<file path="config.mk">
export PLATFORM = sky130hd
export DESIGN_NAME = frac_div_sched
export DESIGN_NICKNAME = d
export VERILOG_FILES = /design/src/rtl/frac_div_sched_pkg.sv /design/src/rtl/frac_div_acc.sv /design/src/rtl/frac_div_sched.sv
export SDC_FILE = /design/constraint.sdc
export NUM_CORES = 1
export LEC_CHECK = 0
export BUFFER_PORTS_ARGS = -buffer_cell sky130_fd_sc_hd__buf_2
export CAP_MARGIN = 5
export CORE_ASPECT_RATIO = 1.4
export CORE_UTILIZATION = 30
export CTS_CLUSTER_DIAMETER = 100
export DETAILED_ROUTE_END_ITERATION = 7
export GPL_TIMING_DRIVEN = 0
export REMOVE_ABC_BUFFERS = 1
export SLEW_MARGIN = 15
export SYNTH_ARGS = -nofsm -noshare
export SYNTH_HDL_FRONTEND = slang
export SYNTH_SLANG_ARGS = --single-unit
</file>
<file path="constraint.sdc">
create_clock -name clk -period 8.9 [get_ports clk]
set_clock_uncertainty 0.1 [all_clocks]
set_input_delay 1.78 -clock clk [delete_from_list [all_inputs] [get_ports clk]]
set_output_delay 1.78 -clock clk [all_outputs]
set_load 0.01 [all_outputs]
</file>
<file path="src/rtl/frac_div_sched_pkg.sv">
// Shared types and constants for the fractional period scheduler.
package frac_div_sched_pkg;

  localparam int DW_DEF  = 8;
  localparam int FW_DEF  = 8;
  localparam int N_MIN   = 2;

  // Active configuration loaded by reset: plain divide-by-2.
  localparam int RST_N   = 2;
  localparam int RST_NUM = 0;
  localparam int RST_DEN = 1;

  typedef enum logic [1:0] {
    IDLE  = 2'd0,
    RUN   = 2'd1,
    DRAIN = 2'd2
  } state_e;

endpackage

</file>
<file path="src/rtl/frac_div_acc.sv">
// Dual-modulus accumulator: picks N or N+1 for the next period and holds the fractional residue.
module frac_div_acc #(
  parameter int DW = 8,
  parameter int FW = 8
) (
  input  logic          clk,
  input  logic          rst,
  input  logic          step_i,
  input  logic          clr_i,
  input  logic [DW-1:0] n_i,
  input  logic [FW-1:0] num_i,
  input  logic [FW-1:0] den_i,
  output logic [DW-1:0] len_o
);

  logic [FW-1:0] acc_q, acc_d, base;
  logic [FW:0]   sum;

  // clr_i starts the sequence from a zero residue (run start or new config).
  always_comb begin
    base = clr_i ? '0 : acc_q;
    sum  = {1'b0, base} + {1'b0, num_i};
    if (sum >= {1'b0, den_i}) begin
      len_o = n_i + DW'(1);
      acc_d = FW'(sum - {1'b0, den_i});
    end else begin
      len_o = n_i;
      acc_d = sum[FW-1:0];
    end
  end

  always_ff @(posedge clk) begin
    if (rst) begin
      acc_q <= '0;
    end else if (step_i) begin
      acc_q <= acc_d;
    end
  end

endmodule

</file>
<file path="src/rtl/frac_div_sched.sv">
// Fractional clock-divider scheduler: FSM, period counter, config handshake and output registers.
module frac_div_sched
  import frac_div_sched_pkg::*;
#(
  parameter int DW = DW_DEF,
  parameter int FW = FW_DEF
) (
  input  logic          clk,
  input  logic          rst,
  input  logic          en,
  input  logic          cfg_valid,
  output logic          cfg_ready,
  input  logic [DW-1:0] cfg_int,
  input  logic [FW-1:0] cfg_num,
  input  logic [FW-1:0] cfg_den,
  output logic          cfg_err,
  output logic          clk_en,
  output logic          clk_out,
  output logic [DW-1:0] cur_len,
  output logic          busy
);

  localparam logic [DW-1:0] N_MAX = {{(DW-1){1'b1}}, 1'b0};

  state_e        state_q, state_d;
  logic [DW-1:0] cnt_q, cnt_d, len_q, len_d;
  logic [DW-1:0] n_q, n_d, pn_q, pn_d;
  logic [FW-1:0] num_q, num_d, den_q, den_d, pnum_q, pnum_d, pden_q, pden_d;
  logic          pend_q, pend_d, err_q, err_d, out_q, out_d;
  logic          step, clr, use_pend, hs, cfg_ok, boundary;
  logic [DW-1:0] acc_len, sel_n;
  logic [FW-1:0] sel_num, sel_den;

  // Handshake: a transfer happens on a cycle with cfg_valid && cfg_ready; ready only
  // drops while a config taken during a run waits for the next period boundary.
  assign cfg_ready = (state_q == IDLE) || !pend_q;
  assign hs        = cfg_valid && cfg_ready;
  assign cfg_ok    = (cfg_int >= DW'(N_MIN)) && (cfg_int <= N_MAX) &&
                     (cfg_den != '0) && (cfg_num < cfg_den);
  assign boundary  = (state_q != IDLE) && (cnt_q == len_q - DW'(1));

  assign sel_n   = use_pend ? pn_q   : n_q;
  assign sel_num = use_pend ? pnum_q : num_q;
  assign sel_den = use_pend ? pden_q : den_q;

  frac_div_acc #(.DW(DW), .FW(FW)) u_acc (
    .clk    (clk),
    .rst    (rst),
    .step_i (step),
    .clr_i  (clr),
    .n_i    (sel_n),
    .num_i  (sel_num),
    .den_i  (sel_den),
    .len_o  (acc_len)
  );

  always_comb begin
    state_d  = state_q;
    cnt_d    = cnt_q;
    len_d    = len_q;
    n_d      = n_q;
    num_d    = num_q;
    den_d    = den_q;
    pend_d   = pend_q;
    pn_d     = pn_q;
    pnum_d   = pnum_q;
    pden_d   = pden_q;
    err_d    = 1'b0;
    step     = 1'b0;
    clr      = 1'b0;
    use_pend = 1'b0;

    case (state_q)
      IDLE: begin
        if (en) begin
          state_d = RUN;
          cnt_d   = '0;
          step    = 1'b1;
          clr     = 1'b1;
          len_d   = acc_len;
        end
      end
      RUN, DRAIN: begin
        if (boundary) begin
          // A waiting config takes over exactly here, with a fresh residue.
          if (pend_q) begin
            use_pend = 1'b1;
            clr      = 1'b1;
            pend_d   = 1'b0;
            n_d      = pn_q;
            num_d    = pnum_q;
            den_d    = pden_q;
          end
          cnt_d = '0;
          if (en) begin
            state_d = RUN;
            step    = 1'b1;
            len_d   = acc_len;
          end else begin
            state_d = IDLE;
            len_d   = '0;
          end
        end else begin
          cnt_d   = cnt_q + DW'(1);
          state_d = en ? RUN : DRAIN;
        end
      end
      default: state_d = IDLE;
    endcase

    if (hs) begin
      if (!cfg_ok) begin
        err_d = 1'b1;
      end else if (state_q == IDLE) begin
        n_d   = cfg_int;
        num_d = cfg_num;
        den_d = cfg_den;
      end else begin
        pend_d = 1'b1;
        pn_d   = cfg_int;
        pnum_d = cfg_num;
        pden_d = cfg_den;
      end
    end

    out_d = (state_d != IDLE) && (cnt_d < (len_d >> 1));
  end

  always_ff @(posedge clk) begin
    if (rst) begin
      state_q <= IDLE;
      cnt_q   <= '0;
      len_q   <= '0;
      n_q     <= DW'(RST_N);
      num_q   <= FW'(RST_NUM);
      den_q   <= FW'(RST_DEN);
      pend_q  <= 1'b0;
      pn_q    <= '0;
      pnum_q  <= '0;
      pden_q  <= '0;
      err_q   <= 1'b0;
      out_q   <= 1'b0;
    end else begin
      state_q <= state_d;
      cnt_q   <= cnt_d;
      len_q   <= len_d;
      n_q     <= n_d;
      num_q   <= num_d;
      den_q   <= den_d;
      pend_q  <= pend_d;
      pn_q    <= pn_d;
      pnum_q  <= pnum_d;
      pden_q  <= pden_d;
      err_q   <= err_d;
      out_q   <= out_d;
    end
  end

  assign clk_en  = boundary;
  assign clk_out = out_q;
  assign cur_len = len_q;
  assign busy    = (state_q != IDLE);
  assign cfg_err = err_q;

endmodule

</file>
==> results.json, run 1 <==
{
  "cts_buffer_depth": 2,
  "crit_fanout": 28,
  "antenna_found_initial": 0,
  "grt_max_degree": 69,
  "reg2reg_depth": 32,
  "fmax_ghz": 0.1252,
  "io_buffers": 40,
  "yosysTopAreaCellShare_pct": 31.36,
  "synth_area_leaders": "dfxtp_1 (31%), mux2i_1 (9.4%), ha_1 (8.7%), nor2_1 (5.9%), nand2_1 (3.3%)",
  "maxCapViolCount": 0,
  "cp.required_ns": 9.08,
  "holdPathStages": 2,
  "worst-slew-pin-transition_ns": 0.8989,
  "wl_um": 12470,
  "finalWeightedCongestion": 0.8117,
  "grt_pass1_vias": 4132,
  "synth_edf_count": 0,
  "syn2layout_area_growth_pct": 14.15,
  "avgRoutedWirePerCell_um": 15.32,
  "fin_nets": 673,
  "num_vias": 4211,
  "synthCells": 579,
  "core_um2": 16100,
  "report.final.slew_viol_count": 0,
  "irDropWorstVdd_mv": 0.08473,
  "fillers": 1706,
  "synth.cell_area_um2": 4915,
  "ys_ff_latch": 77,
  "cts-resized-gates": 0,
  "p_per_area_nw_per_um2": 218.8,
  "globalRouteOverflowTotal": 0,
  "ys_async_sr_fraction_pct": 0,
  "cts_tree": "yes",
  "cts_setup_buffers": 0,
  "setup_viol": 0,
  "firstDrtPassIters": 4,
  "hp-start": "u_acc.acc_q[0]",
  "outcome": "completed",
  "ff2ff_setup_slack_ns": 0.91,
  "hp-class": "reg2reg",
  "synth.distinct_cells": 59,
  "root_buffer": "clkbuf_16",
  "period_share_pct": 89.77,
  "dp_hpwl_um": 9291,
  "clock_sinks": 77,
  "dieArea_um2": 16910,
  "htree_levels": 3,
  "r2r_start": "cur_len[0]",
  "track_usage_pct": 15.38,
  "cts.clk_slew.worst_paths_ns": 0.06,
  "mostFrequentLayoutCells": "nor2_1 (77), dfxtp_1 (77), mux2i_1 (46)",
  "ys_seq_area_share_pct": 31.36,
  "row_count": 55,
  "cts_buffers": 9,
  "dp_slack_ns": 0.2274,
  "tns_ns": 0,
  "initial_core_util_pct": 30.52,
  "ant_nets": 0,
  "cp_common_cell": "ha_1",
  "die_h_um": 153.4,
  "rsz0062_at_grt": "no",
  "placed_cells": 797,
  "fin_cells": 814,
  "grt_pass1_wl_um": 20200,
  "boundaryPins": 41,
  "cts_hold_buf": 0,
  "fin_crit_ns": 7.990,
  "drcViolationCount": 0,
  "ys_warn_count": 0,
  "drtIter0Drc": 188,
  "die_w_um": 110.2,
  "p_leak_nw": 2.372,
  "r2r_end": "clk_out",
  "clk_latency_ns": 0.34,
  "critPathMaxStageDelay_ns": 0.54,
  "slew_headroom_pct": 39.52,
  "setup_slack_ns": 0.9101,
  "p_total_mw": 1.228,
  "synth_area_per_cell_um2": 8.488,
  "path_class": "reg2reg",
  "start_kind": "flip-flop",
  "critPathCaptureType": "flip-flop",
  "yosys.area.top_type": "dfxtp_1",
  "finalHoldViolations": 0,
  "yosys_most_used_dff": "dfxtp_1",
  "hold_end": "u_acc.acc_q[0]",
  "routed_via_density": 5.173,
  "crit_slowest_cell": "a2111oi_4",
  "cp.arrival_ns": 8.17,
  "drive_above_1_share_pct": 12.70
}
[kinds of logic (layout without fill, tap and decap cells)]
group | Yosys count | in the layout | share of synthesized area [%]
mux | 56 | 56 | 11.66
compound gates | 128 | 128 | 17.87
fa+ha+maj | 36 | 36 | 9.471
other cells | 0 | 1 | 0
simple gates | 205 | 205 | 19.91
buf+inv | 50 | 85 | 4.608
flops | 77 | 77 | 31.36
xor+xnor | 27 | 27 | 5.117
[final cells by class]
class / count / area [um2] / share of cell area [%]
antenna: 1 / 2.502 / 0.04460
clock buffer: 10 / 229.0 / 4.081
inverter: 23 / 86.33 / 1.539
multi-input combinational: 452 / 3186 / 56.78
sequential: 77 / 1541 / 27.48
timing repair buffer: 46 / 252.7 / 4.505
tap: 199 / 249.0 / 4.438
clock inverter: 6 / 63.81 / 1.137
[synthesized netlist by cell type (2+ instances only)]
cell	number
buf_6	4
a21boi_0	2
inv_1	22
fa_1	2
or4_1	2
buf_2	7
dfxtp_1	77
xor2_1	10
a32oi_1	3
nor3_1	12
a21o_1	10
nor3b_1	2
nor4_1	9
o211ai_1	3
nand2_1	43
a22oi_1	2
ha_1	34
o21ai_0	28
a311oi_1	7
a211o_1	3
o31ai_1	4
xnor2_1	16
a32o_1	2
o21a_1	3
a21oi_1	27
nor2b_1	12
mux2i_1	46
clkbuf_1	15
nand3_1	11
nand4b_1	2
o21bai_1	2
nand2b_1	5
or3_1	6
and3_1	5
a22o_1	2
a31oi_1	3
o2111ai_1	3
mux2_2	10
and2_1	8
a211oi_1	16
nor2_1	77
nand4_1	5
[worst max-delay path by stage]
stage	startpoint	to	slack, ns
after floorplan	cur_len[0]	clk_out	0.08
after global placement	cur_len[0]	clk_out	-2.77
after detailed placement	cur_len[0]	clk_out	0.23
after CTS	cur_len[0]	clk_out	0.20
after global routing	cur_len[0]	clk_out	0.07
final	cur_len[0]	clk_out	0.91
[worst max-delay path: cells and delay by family (launching register included)]
kind	cells	cell delay [ns]
xor gates and xnor gates	2	0.54
adders and majority gates	5	1.53
buffers and inverters	5	0.86
DFF	1	0.51
AOI/OAI and AO/OA	13	3.36
and+or+nand+nor	7	0.97
[flip-flops by register name (all words and copies together) (netlist names)]
signal       count
cnt_q            8
pend_q           1
num_q            8
pn_q             8
u_acc.acc_q      8
cfg_err          1
den_q            8
pden_q           8
state_q          2
cur_len          8
pnum_q           8
n_q              8
clk_out          1
[stage by stage]
step / area, um2 / util [%] / hold slack (ns)
after global placement: 5224 / 32.44 / 0.3663
after floorplan: 4775 / - / 0.3520
final: 5610 / 34.84 / 0.3898
after global routing: 5608 / 34.83 / 0.4172
after CTS: 5575 / 34.62 / 0.3969
after detailed placement: 5283 / 32.81 / 0.3825
[per-layer routing]
layer	part of all wire, %	global-route usage, %	wire length, um
met1	41	16.92	5156
met2	54	29.05	6773
met3	2.5	2.516	310
met4	1.8	4.950	228
met5	0	0	0
[report_power, final]
| part | total (mW) | internal, mW | switching, mW |
|---|---|---|---|
| registers | 0.404 | 0.380 | 0.0239 |
| logic | 0.457 | 0.199 | 0.258 |
| clock network | 0.366 | 0.217 | 0.150 |
| total | 1.23 | 0.796 | 0.432 |
Power figures use the tool's default switching activity.
==> run 2, diff against run 1 <==
ABC_AREA = 1   (was not set)
==> results.json, run 2 <==
{
  "outcome": "completed",
  "synth_area_per_cell_um2": 6.952,
  "cts_buffers": 9,
  "rsz0062_at_grt": "no",
  "fin_cells": 949,
  "synth_area_leaders": "dfxtp_1 (31%), nand2_1 (11%), ha_1 (8.6%), nor2_1 (7.2%), inv_1 (6.4%)",
  "start_kind": "flip-flop",
  "ys_seq_area_share_pct": 31.01,
  "mostFrequentLayoutCells": "nand2_1 (151), nor2_1 (96), inv_1 (85)",
  "syn2layout_area_growth_pct": 14.10,
  "boundaryPins": 41,
  "ys_ff_latch": 77,
  "synthCells": 715,
  "hp-class": "reg2reg",
  "avgRoutedWirePerCell_um": 13.39,
  "synth.most_common_cell": "nand2_1",
  "final_common_cell": "nand2_1",
  "firstDrtPassIters": 5,
  "path_class": "reg2reg",
  "slew_headroom_pct": 24.45,
  "row_count": 55,
  "ys_warn_count": 0,
  "placed_cells": 933,
  "p_leak_nw": 2.813,
  "dp_hpwl_um": 9501,
  "initial_core_util_pct": 30.74,
  "synth.distinct_cells": 49,
  "clk_latency_ns": 0.34,
  "path_buf_inv": 6,
  "tns_ns": 0,
  "cp_top_family": "compound AO/OA/AOI/OAI gates",
  "maxCapViolCount": 0,
  "die_h_um": 154.3,
  "synth_edf_count": 0,
  "antenna_found_initial": 0,
  "clock_sinks": 77,
  "io_buffers": 40,
  "cts_setup_buffers": 0,
  "ff2ff_setup_slack_ns": 1.14,
  "worst-slew-pin-transition_ns": 1.132,
  "period_share_pct": 87.21,
  "ys_async_sr_fraction_pct": 0,
  "postLayoutCoreUtil_pct": 35.07,
  "dp_slack_ns": 1.114,
  "fmax_ghz": 0.1288,
  "yosys.area.top_type": "dfxtp_1",
  "grt_pass1_wl_um": 21200,
  "ys_top_cells_by_count": "nand2_1 (151), nor2_1 (96), inv_1 (85)",
  "crit_cells": 35,
  "report.final.slew_viol_count": 0,
  "wl_um": 12710,
  "track_usage_pct": 15.51,
  "cp.arrival_ns": 7.94,
  "cp_common_cell": "nand2_1",
  "crit_slowest_cell": "a21oi_1",
  "drtIter0Drc": 194,
  "fin_nets": 809,
  "whs_ns": 0.3674,
  "cts_buffer_depth": 2,
  "cts_tree": "yes",
  "synth.cell_area_um2": 4971,
  "fin_crit_ns": 7.762,
  "irDropWorstVdd_mv": 0.07851,
  "cp.required_ns": 9.08,
  "ant_nets": 0,
  "routed_via_density": 4.746,
  "die_w_um": 110.8,
  "holdPathStages": 2,
  "yosys_most_used_dff": "dfxtp_1",
  "p_per_area_nw_per_um2": 217.5,
  "setup_slack_ns": 1.138,
  "antenna_cells": 0,
  "htree_levels": 3,
  "num_vias": 4504,
  "setup_viol": 0,
  "critPathCaptureType": "flip-flop",
  "critPathMaxStageDelay_ns": 0.89,
  "dieArea_um2": 17100,
  "drive_above_1_share_pct": 15.20,
  "yosysTopAreaCellShare_pct": 31.01,
  "crit_fanout": 26,
  "cts_hold_buf": 0,
  "finalWeightedCongestion": 0.8269,
  "root_buffer": "clkbuf_16",
  "reg2reg_depth": 35,
  "globalRouteOverflowTotal": 0,
  "cts-resized-gates": 0,
  "core_um2": 16170,
  "cts.clk_slew.worst_paths_ns": 0.06,
  "finalHoldViolations": 0,
  "grt_pass1_vias": 4374,
  "grt_max_degree": 42,
  "drcViolationCount": 0,
  "fillers": 1730
}
-- run 2: cell count changes after synthesis, sizes merged, moves of 9 or more --
| cell | change |
|---|---|
| nand2 | +120 |
| inv | +69 |
| mux2i | -39 |
| nor2 | +28 |
| nand3 | +26 |
| a21oi | +17 |
| o21ai | +16 |
| nor2b | -12 |
| xnor2 | -12 |
| mux2 | -10 |
| a21o | -9 |
-- run 2: final timing paths --
kind                   from              to
min          u_acc.acc_q[6]  u_acc.acc_q[6]
max              cur_len[0]         clk_out
max reg2reg      cur_len[0]         clk_out
min reg2reg  u_acc.acc_q[6]  u_acc.acc_q[6]
-- run 2: through the flow --
| stage | power [mW] | cell area, um2 |
|---|---|---|
| after floorplan | 0.7303 | 4861 |
| after global placement | 0.8355 | 5310 |
| after detailed placement | 0.8400 | 5346 |
| after CTS | 1.245 | 5672 |
| after global routing | 1.322 | 5672 |
| final | 1.233 | 5672 |
-- run 2: area by class of cell --
type	instances	area (um2)	share of cell area, %
Clock buffer	10	239.0	4.214
Multi-Input combinational cell	521	2975	52.46
Clock inverter	6	86.33	1.522
Sequential cell	77	1541	27.18
Tap cell	199	249.0	4.390
Inverter	93	354.1	6.243
Timing Repair Buffer	43	226.5	3.993
-- run 2: cell families (layout without fill, tap and decap cells) --
logic type	count (synthesis)	in the layout	share of synthesized area (%)
compound gates	122	122	15.53
fa+ha+maj	36	36	9.363
xor+xnor	19	19	3.348
mux	7	7	1.410
buf+inv	117	152	9.338
simple gates	337	337	30.00
flops	77	77	31.01
-- run 2: report_power, final --
| part | leakage (nW) | internal [mW] | switching (mW) | total, mW |
|---|---|---|---|---|
| registers | 0.630 | 0.382 | 0.0172 | 0.399 |
| logic | 2.02 | 0.151 | 0.282 | 0.433 |
| clock network | 0.158 | 0.253 | 0.149 | 0.402 |
-- run 2: metal layers --
| metal | track usage (%) | vias up | wire, um |
|---|---|---|---|
| met2 | 29.99 | 55 | 6832 |
| met4 | 5.143 | 0 | 217 |
| met3 | 2.625 | 13 | 293 |
| li1 | - | 2383 | - |
| met5 | 0 | - | 0 |
| met1 | 16.85 | 2053 | 5362 |
-- run 2: worst register-to-register path: cells and delay by family, from the launching register on --
family / cells / cell delay, ns
buffers and inverters: 6 / 0.94
AOI/OAI and AO/OA: 7 / 2.48
and+or+nand+nor: 16 / 1.93
xor gates and xnor gates: 1 / 0.16
adders and majority gates: 5 / 1.65
DFF: 1 / 0.44
==> run 3, diff against run 2 <==
CORE_UTILIZATION = 55   (was 30)
PLACE_DENSITY = 0.74   (was not set)
==> results.json, run 3 (same netlist as run 2, synthesis figures left out) <==
{
  "mostFrequentLayoutCells": "nand2_1 (151), nor2_1 (96), inv_1 (85)",
  "cp_common_cell": "nand2_1",
  "die_h_um": 114.5,
  "slew_headroom_pct": 26.67,
  "wl_um": 12300,
  "cts_buffers": 9,
  "critPathCaptureType": "flip-flop",
  "antenna_cells": 0,
  "finalWeightedCongestion": 0.8235,
  "p_per_area_nw_per_um2": 216.9,
  "setup_viol": 0,
  "critPathMaxStageDelay_ns": 0.88,
  "root_buffer": "clkbuf_16",
  "final_common_cell": "nand2_1",
  "clock_sinks": 77,
  "outcome": "completed",
  "fin_crit_ns": 7.767,
  "die_w_um": 82.35,
  "rsz0062_at_grt": "no",
  "initial_core_util_pct": 57.41,
  "row_count": 40,
  "setup_slack_ns": 1.133,
  "multi_input_comb_area_um2": 2975,
  "ant_nets": 0,
  "worst-slew-pin-transition_ns": 1.099,
  "period_share_pct": 87.27,
  "crit_fanout": 26,
  "placed_cells": 839,
  "drcViolationCount": 0,
  "dp_slack_ns": 1.233,
  "cts_tree": "yes",
  "maxCapViolCount": 0,
  "cp.arrival_ns": 7.94,
  "io_buffers": 40,
  "track_usage_pct": 28.41,
  "dp_hpwl_um": 9190,
  "cp.required_ns": 9.07,
  "antenna_found_initial": 0,
  "fin_cells": 854,
  "dieArea_um2": 9428,
  "tns_ns": 0,
  "firstDrtPassIters": 6,
  "grt_max_degree": 42,
  "num_vias": 4731,
  "cts_hold_buf": 0,
  "cts.clk_slew.worst_paths_ns": 0.06,
  "htree_levels": 3,
  "irDropWorstVdd_mv": 0.1856,
  "p_leak_nw": 2.788,
  "globalRouteOverflowTotal": 0,
  "finalHoldViolations": 0,
  "fin_nets": 809,
  "drive_above_1_share_pct": 14.55,
  "fillers": 802,
  "clk_latency_ns": 0.34,
  "fmax_ghz": 0.1287,
  "grt_pass1_vias": 4552,
  "start_kind": "flip-flop",
  "grt_pass1_wl_um": 20290,
  "core_um2": 8658,
  "ff2ff_setup_slack_ns": 1.13,
  "crit_slowest_cell": "a21oi_1",
  "seqCellArea_um2": 1541,
  "routed_via_density": 5.540,
  "drtIter0Drc": 246,
  "cts_buffer_depth": 2,
  "syn2layout_area_growth_pct": 10.72,
  "cts_setup_buffers": 0,
  "report.final.slew_viol_count": 0,
  "hp-class": "reg2reg",
  "whs_ns": 0.3775,
  "avgRoutedWirePerCell_um": 14.40,
  "path_class": "reg2reg",
  "cts-resized-gates": 0,
  "boundaryPins": 41
}
-- run 3: stage by stage --
stage               utilization [%]  total power [mW]  cell area, um2
finish                        63.57             1.194            5504
global route                  63.57             1.275            5504
CTS                           63.57             1.197            5504
detailed placement            60.39            0.8459            5229
global placement              59.97            0.8277            5192
floorplan                         -            0.7303            4861
-- run 3: per-layer routing --
layer | global-route usage (%) | wire [um] | part of all wire [%]
met1 | 29.22 | 4758 | 39
met2 | 53.06 | 6602 | 54
met3 | 4.382 | 397 | 3.2
met4 | 15.09 | 540 | 4.4
met5 | 0 | 0 | 0
-- run 3: worst max-delay path: cells and delay by family, from the launching register on --
kind            cells  cell delay (ns)
compound gates      7             2.46
xor+xnor            1             0.17
buf+inv             6             0.97
simple gates       16             1.93
flops               1             0.43
fa+ha+maj           5             1.62
-- run 3: layout make-up --
class / count / share of cell area (%)
Tap cell: 105 / 2.387
Inverter: 93 / 6.433
Clock inverter: 2 / 0.6365
Sequential cell: 77 / 28.01
Timing Repair Buffer: 43 / 4.115
Multi-Input combinational cell: 521 / 54.06
Clock buffer: 13 / 4.365
-- run 3: path summary, 6_finish.rpt --
path,startpoint,end,cells past startpoint
max,cur_len[0],clk_out,35
min,u_acc.acc_q[7],u_acc.acc_q[7],2
max reg2reg,cur_len[0],clk_out,35
min reg2reg,u_acc.acc_q[7],u_acc.acc_q[7],2
-- run 3: power breakdown --
| part | switching, mW | internal, mW |
|---|---|---|
| combinational | 0.292 | 0.152 |
| sequential | 0.0174 | 0.382 |
| clock | 0.134 | 0.215 |
| total | 0.444 | 0.750 |
